## config.mk

```make
export PLATFORM = sky130hd
export DESIGN_NAME = buffer_writer_flat
export DESIGN_NICKNAME = d
export VERILOG_FILES = /design/src/rtl/buffer_writer_if.sv /design/src/rtl/buffer_writer.sv /design/src/flat_wrapper.sv
export SDC_FILE = /design/constraint.sdc
export NUM_CORES = 1
export LEC_CHECK = 0
export ABC_AREA = 1
export BUFFER_PORTS_ARGS = -buffer_cell sky130_fd_sc_hd__buf_2
export CORE_MARGIN = 3
export CORE_UTILIZATION = 45
export CTS_CLUSTER_DIAMETER = 60
export DETAILED_ROUTE_END_ITERATION = 6
export GPL_TIMING_DRIVEN = 1
export PLACE_DENSITY = 0.75
export SYNTH_ARGS = -nofsm -noshare
export SYNTH_HDL_FRONTEND = slang
export SYNTH_SLANG_ARGS = --single-unit
```

## constraint.sdc

```tcl
create_clock -name clk -period 6.65 [get_ports clk]
set_clock_uncertainty 0.1 [all_clocks]
set_input_delay 0.3325 -clock clk [delete_from_list [all_inputs] [get_ports clk]]
set_output_delay 0.3325 -clock clk [all_outputs]
set_load 0.01 [all_outputs]
```

## src/rtl/buffer_writer_if.sv

```systemverilog
// Packet-buffer writer bus: byte ingress stream, buffer RAM write port,
// consumer read pointer and descriptor handshake.
//
// Handshake rule for both streams (in_valid/in_ready, desc_valid/desc_ready):
// a transfer happens on a rising clk edge where valid and ready are both 1;
// the source holds its payload stable while valid is high and not yet taken,
// and ready may depend combinationally on state but never on valid.
interface buffer_writer_if #(
   parameter int ADDR_W = 14,
   parameter int LEN_W  = 16
);
   logic [7:0]        in_data;
   logic              in_valid;
   logic              in_last;
   logic              in_ready;
   logic [ADDR_W-1:0] mem_addr_wr;
   logic [31:0]       mem_data;
   logic              mem_wr_en;
   logic [ADDR_W-1:0] rd_ptr;
   logic [ADDR_W-1:0] desc_start;
   logic [LEN_W-1:0]  desc_len;
   logic [15:0]       desc_csum;
   logic              desc_valid;
   logic              desc_ready;

   // Producer / consumer side of the writer.
   modport master (
      output in_data, in_valid, in_last, rd_ptr, desc_ready,
      input  in_ready, mem_addr_wr, mem_data, mem_wr_en,
             desc_start, desc_len, desc_csum, desc_valid
   );

   // The writer itself.
   modport slave (
      input  in_data, in_valid, in_last, rd_ptr, desc_ready,
      output in_ready, mem_addr_wr, mem_data, mem_wr_en,
             desc_start, desc_len, desc_csum, desc_valid
   );
endinterface

```

## src/rtl/buffer_writer.sv

```systemverilog
// buffer_writer: packs an ingress byte stream big-endian into 32-bit words of
// a circular packet buffer and emits one descriptor (start word, byte length,
// checksum) per packet. Optional checksum: define BUFFER_WRITER_CSUM_EN.
module buffer_writer #(
   parameter int ADDR_W = 14,
   parameter int LEN_W  = 16
) (
   input  logic           clk,
   input  logic           reset,
   buffer_writer_if.slave bus,
   output logic [1:0]     dbg_state_o
);
   localparam logic [1:0] IDLE = 2'd0;
   localparam logic [1:0] RECV = 2'd1;
   localparam logic [1:0] DESC = 2'd2;
   localparam logic [LEN_W-1:0]  LEN_MAX  = {LEN_W{1'b1}};
   localparam logic [ADDR_W-1:0] FREE_MIN = ADDR_W'(2);

   logic [1:0]        state_q, state_d;
   logic [ADDR_W-1:0] wr_ptr_q, wr_ptr_d;
   logic [1:0]        lane_q, lane_d;
   logic [23:0]       word_q, word_d;
   logic [LEN_W-1:0]  cnt_q, cnt_d;
   logic [ADDR_W-1:0] start_q, start_d;
   logic              desc_valid_q, desc_valid_d;
   logic              mem_wr_en_q, mem_wr_en_d;
   logic [ADDR_W-1:0] mem_addr_q, mem_addr_d;
   logic [31:0]       mem_data_q, mem_data_d;

   logic [ADDR_W-1:0] used, free;
   logic              ready, accept, keep;
   logic [LEN_W-1:0]  cnt_base;
   logic [31:0]       cur_word;

   // Free space leaves one slot unused so full and empty stay distinguishable;
   // two free words are required because one may be committed next cycle.
   assign used     = wr_ptr_q - bus.rd_ptr;
   assign free     = {ADDR_W{1'b1}} - used;
   assign ready    = !reset && (state_q != DESC) && (free >= FREE_MIN);
   assign accept   = bus.in_valid && ready;
   // A new packet counts from zero; bytes past the saturated count are dropped.
   assign cnt_base = (state_q == IDLE) ? '0 : cnt_q;
   assign keep     = (cnt_base != LEN_MAX);

   // Current word with the incoming byte merged into its lane.
   always_comb begin
      cur_word = {word_q, 8'h00};
      case (lane_q)
         2'd0:    cur_word[31:24] = bus.in_data;
         2'd1:    cur_word[23:16] = bus.in_data;
         2'd2:    cur_word[15:8]  = bus.in_data;
         default: cur_word[7:0]   = bus.in_data;
      endcase
   end

   // Next-state logic: FSM, byte packing, word commit and descriptor handshake.
   always_comb begin
      state_d      = state_q;
      wr_ptr_d     = wr_ptr_q;
      lane_d       = lane_q;
      word_d       = word_q;
      cnt_d        = cnt_q;
      start_d      = start_q;
      desc_valid_d = desc_valid_q;
      mem_wr_en_d  = 1'b0;
      mem_addr_d   = mem_addr_q;
      mem_data_d   = mem_data_q;

      if (accept) begin
         if (state_q == IDLE) begin
            start_d = wr_ptr_q;
            cnt_d   = '0;
         end
         state_d = bus.in_last ? DESC : RECV;
         if (keep) begin
            cnt_d = cnt_base + LEN_W'(1);
            if (lane_q == 2'd3 || bus.in_last) begin
               mem_wr_en_d = 1'b1;
               mem_data_d  = cur_word;
               word_d      = '0;
               lane_d      = 2'd0;
            end else begin
               word_d = cur_word[31:8];
               lane_d = lane_q + 2'd1;
            end
         end else if (bus.in_last && lane_q != 2'd0) begin
            // Saturated packet still flushes the partially filled last word.
            mem_wr_en_d = 1'b1;
            mem_data_d  = {word_q, 8'h00};
            word_d      = '0;
            lane_d      = 2'd0;
         end
      end

      if (mem_wr_en_d) begin
         mem_addr_d = wr_ptr_q;
         wr_ptr_d   = wr_ptr_q + ADDR_W'(1);
      end

      // First DESC cycle lets the last word land; descriptor is offered next.
      if (state_q == DESC) begin
         if (!desc_valid_q) begin
            desc_valid_d = 1'b1;
         end else if (bus.desc_ready) begin
            desc_valid_d = 1'b0;
            state_d      = IDLE;
         end
      end
   end

   // State registers; reset discards any partial packet or pending descriptor.
   always_ff @(posedge clk) begin
      if (reset) begin
         state_q      <= IDLE;
         wr_ptr_q     <= '0;
         lane_q       <= 2'd0;
         word_q       <= '0;
         cnt_q        <= '0;
         start_q      <= '0;
         desc_valid_q <= 1'b0;
         mem_wr_en_q  <= 1'b0;
         mem_addr_q   <= '0;
         mem_data_q   <= '0;
      end else begin
         state_q      <= state_d;
         wr_ptr_q     <= wr_ptr_d;
         lane_q       <= lane_d;
         word_q       <= word_d;
         cnt_q        <= cnt_d;
         start_q      <= start_d;
         desc_valid_q <= desc_valid_d;
         mem_wr_en_q  <= mem_wr_en_d;
         mem_addr_q   <= mem_addr_d;
         mem_data_q   <= mem_data_d;
      end
   end

`ifdef BUFFER_WRITER_CSUM_EN
   logic [15:0] csum_q, csum_d, csum_base, csum_add;
   logic [16:0] csum_sum;

   // One's-complement sum over big-endian 16-bit words; even bytes are high.
   always_comb begin
      csum_base = (state_q == IDLE) ? 16'h0000 : csum_q;
      csum_add  = cnt_base[0] ? {8'h00, bus.in_data} : {bus.in_data, 8'h00};
      csum_sum  = {1'b0, csum_base} + {1'b0, csum_add};
      csum_d    = csum_q;
      if (accept && keep) begin
         csum_d = csum_sum[15:0] + {15'd0, csum_sum[16]};
      end
   end

   // Checksum accumulator register.
   always_ff @(posedge clk) begin
      if (reset) begin
         csum_q <= 16'h0000;
      end else begin
         csum_q <= csum_d;
      end
   end

   assign bus.desc_csum = csum_q;
`else
   assign bus.desc_csum = 16'h0000;
`endif

   assign bus.in_ready    = ready;
   assign bus.mem_wr_en   = mem_wr_en_q;
   assign bus.mem_addr_wr = mem_addr_q;
   assign bus.mem_data    = mem_data_q;
   assign bus.desc_valid  = desc_valid_q;
   assign bus.desc_start  = start_q;
   assign bus.desc_len    = cnt_q;
   assign dbg_state_o     = state_q;
endmodule

```

## src/flat_wrapper.sv

```systemverilog
// flat-port wrapper written by rule: the top's interface ports become plain ports
module buffer_writer_flat 
#(
   parameter int ADDR_W = 14,
   parameter int LEN_W  = 16
)
  (clk, reset, dbg_state_o, bus_in_data, bus_in_valid, bus_in_last, bus_rd_ptr, bus_desc_ready, bus_in_ready, bus_mem_addr_wr, bus_mem_data, bus_mem_wr_en, bus_desc_start, bus_desc_len, bus_desc_csum, bus_desc_valid);
  buffer_writer_if #(.ADDR_W(ADDR_W), .LEN_W(LEN_W)) bus_i ();
  input  logic clk;
  input  logic reset;
  output logic [1:0] dbg_state_o;
  input wire logic [$bits(bus_i.in_data)-1:0] bus_in_data;
  input wire logic [$bits(bus_i.in_valid)-1:0] bus_in_valid;
  input wire logic [$bits(bus_i.in_last)-1:0] bus_in_last;
  input wire logic [$bits(bus_i.rd_ptr)-1:0] bus_rd_ptr;
  input wire logic [$bits(bus_i.desc_ready)-1:0] bus_desc_ready;
  output wire logic [$bits(bus_i.in_ready)-1:0] bus_in_ready;
  output wire logic [$bits(bus_i.mem_addr_wr)-1:0] bus_mem_addr_wr;
  output wire logic [$bits(bus_i.mem_data)-1:0] bus_mem_data;
  output wire logic [$bits(bus_i.mem_wr_en)-1:0] bus_mem_wr_en;
  output wire logic [$bits(bus_i.desc_start)-1:0] bus_desc_start;
  output wire logic [$bits(bus_i.desc_len)-1:0] bus_desc_len;
  output wire logic [$bits(bus_i.desc_csum)-1:0] bus_desc_csum;
  output wire logic [$bits(bus_i.desc_valid)-1:0] bus_desc_valid;
  assign bus_i.in_data = bus_in_data;
  assign bus_i.in_valid = bus_in_valid;
  assign bus_i.in_last = bus_in_last;
  assign bus_i.rd_ptr = bus_rd_ptr;
  assign bus_i.desc_ready = bus_desc_ready;
  assign bus_in_ready = bus_i.in_ready;
  assign bus_mem_addr_wr = bus_i.mem_addr_wr;
  assign bus_mem_data = bus_i.mem_data;
  assign bus_mem_wr_en = bus_i.mem_wr_en;
  assign bus_desc_start = bus_i.desc_start;
  assign bus_desc_len = bus_i.desc_len;
  assign bus_desc_csum = bus_i.desc_csum;
  assign bus_desc_valid = bus_i.desc_valid;
  buffer_writer #(.ADDR_W(ADDR_W), .LEN_W(LEN_W)) u_core (.clk(clk), .reset(reset), .bus(bus_i), .dbg_state_o(dbg_state_o));
endmodule
```

Word level (Yosys, flattened, before mapping):

Index checks and enable logic that the tools add are counted.

* word-level logic and storage cells: 63
* register bits: 120
* output and inout port bits: 97

* equality and inequality tests: 7
* $add $sub $neg: 5
* reductions and logical operators: 14
* muxes and demuxes: 26
* magnitude comparators: 1

Operator list (number)
* 2-to-1 mux 32 bit: 3
* 2-to-1 mux 24 bit: 3
* 2-to-1 mux 16 bit: 2
* 2-to-1 mux 8 bit: 4
* adder 16 x 1 -> 16 bit (second input constant): 1
* 2-to-1 mux 2 bit: 8
* inequality test 16 bit (second input constant): 1
* adder 14 x 1 -> 14 bit (second input constant): 1
* >= comparator 14 x 2 -> 1 bit (second input constant): 1
* subtractor 14 bit: 1
* subtractor 14 bit (first input constant): 1
* equality test 2 bit (second input constant): 3
* 2-to-1 mux 1 bit: 6
* logical AND 1 bit: 4
* logical NOT 2 bit: 2
* inequality test 2 bit (second input constant): 2
* AND reduction 2 bit: 2
* nonzero test 2 bit: 2
* AND reduction 3 bit: 1
* OR reduction 3 bit: 1
* adder 2 x 1 -> 2 bit (second input constant): 1
* equality test 2 x 1 -> 1 bit (second input constant): 1
* logical NOT 1 bit: 1
* logical OR 1 bit: 1

Depth between registers and ports, before layout:

* word-level depth: 9
* gate-level depth with buffers: 19
* depth with buffers taken out: 17

Least setup slack after synthesis:

No wires, ideal clock.

* path kind: register to register
* start: reg u_core.wr_ptr_q[0]
* end: reg u_core.start_q[10] (netlist: u_core.bus.desc_start[10])
* library setup time: 0.113 ns
* period minus slack after synthesis: 2.728 ns
* data arrival time: 2.515 ns
* path buffers: 2
* cell stages (with the launch flop): 20
* path slack: 3.922 ns
* cell sequence: dfxtp_1 -> inv_1 -> ha_1 -> fa_1 -> nand3_1 -> nand3_1 -> nand2_1 -> nand2_1 -> nand2_1 -> nand2_1 -> nand2_1 -> nand2_1 -> nor2_1 -> nand3_1 -> buf_2 -> nand4_2 -> buf_2 -> nand2_1 -> nand2_1 -> nor2_1

* longest elaborated chain between the ends: 6

RTL lines
* start, declared: RTL line buffer_writer.sv:20 `logic [ADDR_W-1:0] wr_ptr_q, wr_ptr_d;`
* start signal, assigned: RTL line buffer_writer.sv:126 `wr_ptr_q <= wr_ptr_d;`
* subtractor 14 bit: RTL line buffer_writer.sv:37 `assign used = wr_ptr_q - bus.rd_ptr;`
* subtractor 14 bit: RTL line buffer_writer.sv:38 `assign free = {ADDR_W{1'b1}} - used;`
* >= comparator 14 x 2 -> 1 bit: RTL line buffer_writer.sv:39 `assign ready = !reset && (state_q != DESC) && (free >= FREE_MIN);`
* logical AND 1 bit: RTL line buffer_writer.sv:39
* logical AND 1 bit: RTL line buffer_writer.sv:40 `assign accept = bus.in_valid && ready;`
* AND reduction 2 bit (no line)
* end signal, assigned: RTL line buffer_writer.sv:130 `start_q <= start_d;`
* end, declared: RTL line buffer_writer.sv:24 `logic [ADDR_W-1:0] start_q, start_d;`

No other way between the ends.
A chain may end at the register's enable or synchronous reset.

Worst setup path in the final report:

* start: reg u_core.state_q[0] (netlist: u_core.dbg_state_o[0])
* end: reg u_core.wr_ptr_q[1]

* longest elaborated chain between the ends: 5
* elaborated cells on any way between the ends: 9
* those cells by class: eq/ne (2); mux (3); reduce/logical (4)

RTL lines
* start, declared: RTL line buffer_writer.sv:19 `logic [1:0] state_q, state_d;`
* start signal, assigned: RTL line buffer_writer.sv:125 `state_q <= state_d;`
* logical NOT 2 bit / inequality test 2 bit (equally long branches): RTL line buffer_writer.sv:42, buffer_writer.sv:39
* 2-to-1 mux 16 bit / logical AND 1 bit (equally long branches): RTL line buffer_writer.sv:42, buffer_writer.sv:39
* inequality test 16 bit / logical AND 1 bit (equally long branches): RTL line buffer_writer.sv:43, buffer_writer.sv:39
* 2-to-1 mux 1 bit / logical AND 1 bit (equally long branches): RTL line buffer_writer.sv:75, buffer_writer.sv:40
* 2-to-1 mux 1 bit *: RTL line buffer_writer.sv:69 `if (accept) begin`

Every way passes the cells marked *; elsewhere a longest branch is shown, timed or not.

==> reports/qor.yml <==
grt_pass1_vias: 5853
slew_headroom: 0.257
pwr-share-seq: 0.386
cap_violations: 0
cts-root-buf: "clkbuf_16"
syn2layout_area_growth_pct: 16.8
power.switching_uw: 501
worstPathMaxFanout: 78
io_buffer_count: 107
cts_hold_buf: 0
power_frac_comb: 0.125
drt-initial-drc-count: 546
ys_top_cells_by_area: "dfxtp_1 36%, nand2_1 16%, nand3_1 7.3%"
grt_max_degree: 79
numCtsBuffers: 17
antenna_left: 0
sw_frac_of_total: 0.252
cell_internal_pwr_uw: 1490
critical_path_class: "flop to flop"
gp_congestion: 0.970
synthFlopType: "dfxtp_1"
finalSetupTns_ps: 0
avgSynthCellArea_sq_um: 6.49
timing.final.crit_share: 0.742
cp-start-kind: "flop"
syn_area_sq_um: 6690
dieArea_sq_um: 16400
period_needed_ps: 4940
status: "finished, final reports clean"
synth_top_area_frac: 0.359
nNetsFinal: 1157
reg2regPathDepth: 13
synthSimpleGateAreaFrac: 0.343
power_uw: 1990
wl_per_cell_um: 13.2
drc_errors: 0
final_util: 0.550
clkPwrFrac: 0.489
cts_setup_buffers: 0
tritoncts: "done"
slew_viol_final: 0
ys_types: 34
synthArstFlopShare: 0
rows: 43
fp.dieW_um: 128
htree_num_levels: 4
min_delay_path_depth: 3
crit_arrival_ps: 5150
synth.area.mux_share: 0.00150
coreArea_sq_um: 14200
grt_pass1_wl_um: 27900
synth_compound_area_frac: 0.112
grt_antenna_before_repair: 1
ys_seq_elements: 120
syn-instance-count: 1031
p_leak_uw: 0.00385
ys_warn_count: 0
drive_above_1_share: 0.135
clock-sinks: 120
hp-class: "input pin to flop"
viasPerCell: 5.05
overflow: 0
synth-edff-count: 0
worstMarginPinSlew_ps: 1110
dpl.hpwl_um: 12100
wl_um: 17200
rsz0062_at_grt: "false"
peakVddDrop_uv: 187
start_util: 0.471
ys_seq_area_frac: 0.359
clock_latency_ps: 420
p_per_area_nw_per_um2: 254
vias: 6580
synth_xor_area_frac: 0.0275
end_kind: "flop"
fmax_mhz: 203
die_h_um: 128
synth_top_family_by_area: "simple AND/OR/NAND/NOR gates"
grt_usage: 0.209
cts_resized: 0
setup-violations-final: 0
synth_fa_ha_area_frac: 0.0404
synth_top_cell_by_area: "dfxtp_1"
clock_path_buffers: 2
clkTransAtPathRegs_ps: 50
cp.required_ps: 6870
hold_viol_final: 0
firstDrtPassIters: 5
io_pins: 124
[layout make-up]
cell class                      count  area (sq um)
Clock buffer                       24           482
Inverter                          115           432
Sequential cell                   120          2400
Clock inverter                      8           143
Multi-Input combinational cell    746          3570
Fill cell                        1422          6390
Timing Repair Buffer              109           551
Antenna cell                        1          2.50
Tap cell                          180           225
[metrics by stage]
| stage | instances | cell area, sq um | hold slack (ps) | worst slack [ps] |
|---|---|---|---|---|
| 6_report | 1303 | 7810 | 107 | 1710 |
| 5_1_grt | 1303 | 7810 | 116 | 1220 |
| 4_1_cts | 1302 | 7810 | 98.6 | 1750 |
| 3_5_place_dp | 1270 | 7180 | 358 | 1830 |
| 3_3_place_gp | 1270 | 7180 | 354 | 1960 |
| 2_1_floorplan | 1046 | 6740 | 364 | 3920 |
[cell usage in the layout, fill, tap and decap left out, types with 3 or more instances in the layout]
cell type  synthesis  layout
nand3b_1           6       6
a21oi_1           40      40
ha_1              20      20
xor2_1            18      18
inv_2              4       5
dfxtp_1          120     120
xnor2_1            3       3
clkbuf_1          23       4
o2111ai_1          9       9
conb_1             1      16
clkbuf_16          0      17
inv_1            111     110
nand4_1            6       6
nor3_1             3       3
bufinv_16          0       4
clkinv_2           0       3
buf_2             19     107
nand3_1           97      97
clkbuf_8           0       3
nor2_1           129     129
nor4_1             4       4
o21ai_0           89      89
nand2_1          289     289
[logic make-up after synthesis]
family,Yosys count
flip-flops,120
XOR/XNOR,21
AO/OA/AOI/OAI,141
multiplexers,1
buffers and inverters,180
other,1
adder cells (fa/ha/maj),21
AND/OR/NAND/NOR,546
[path summary, 6_finish.rpt]
| kind | startpoint | end | slack, ps |
|---|---|---|---|
| setup / recovery | u_core.dbg_state_o[0] | u_core.wr_ptr_q[1] | 1710 |
| hold reg to reg | u_core.bus.mem_data[23] | u_core.bus.mem_data[23] | 360 |
| hold / removal | bus_in_data[6] | u_core.bus.mem_data[6] | 110 |
| setup reg to reg | u_core.dbg_state_o[0] | u_core.wr_ptr_q[1] | 1710 |
[per-layer routing]
layer / wire length, um / part of all wire / track usage / up-vias
met5: 0 / 0 / 0 / -
met4: 281 / 0.016 / 0.0724 / 0
met3: 825 / 0.048 / 0.0458 / 24
met2: 8190 / 0.48 / 0.343 / 166
met1: 7900 / 0.46 / 0.271 / 2986
li1: - / - / - / 3404
[synthesized netlist by cell type (9+ instances only)]
library cell / n
nand2_1: 289
nor2_1: 129
dfxtp_1: 120
inv_1: 111
nand3_1: 97
o21ai_0: 89
a21oi_1: 40
clkbuf_1: 23
ha_1: 20
buf_2: 19
xor2_1: 18
buf_4: 17
o2111ai_1: 9
[flip-flops by register name, summed over array words and instances, names as in the netlist]
signal,flops
u_core.bus.mem_data,32
u_core.bus.desc_len,16
u_core.bus.mem_wr_en,1
u_core.dbg_state_o,2
u_core.bus.desc_start,14
u_core.wr_ptr_q,14
u_core.bus.desc_valid,1
u_core.word_q,24
u_core.lane_q,2
u_core.bus.mem_addr_wr,14
[critical path, stage by stage, from the launching register on]
cell and delay, ps:
dfxtp_1 390, nor2_2 130, nor2_1 200, ha_1 240, inv_1 80, nor2_1 250, nand2_1 160, nor3_4 700
inv_2 520, nor2_4 250, nor2_2 70, nand4_4 590, nand2_1 720, o21ai_0 390
[power groups by stage]
stage	Clock, uW	Sequential [uW]	Combinational (uW)
CTS	983	767	248
global placement	0	780	243
floorplan	0	788	179
global route	1020	769	285
detailed placement	0	781	246
finish	972	767	248
Power figures use the tool's default switching activity.
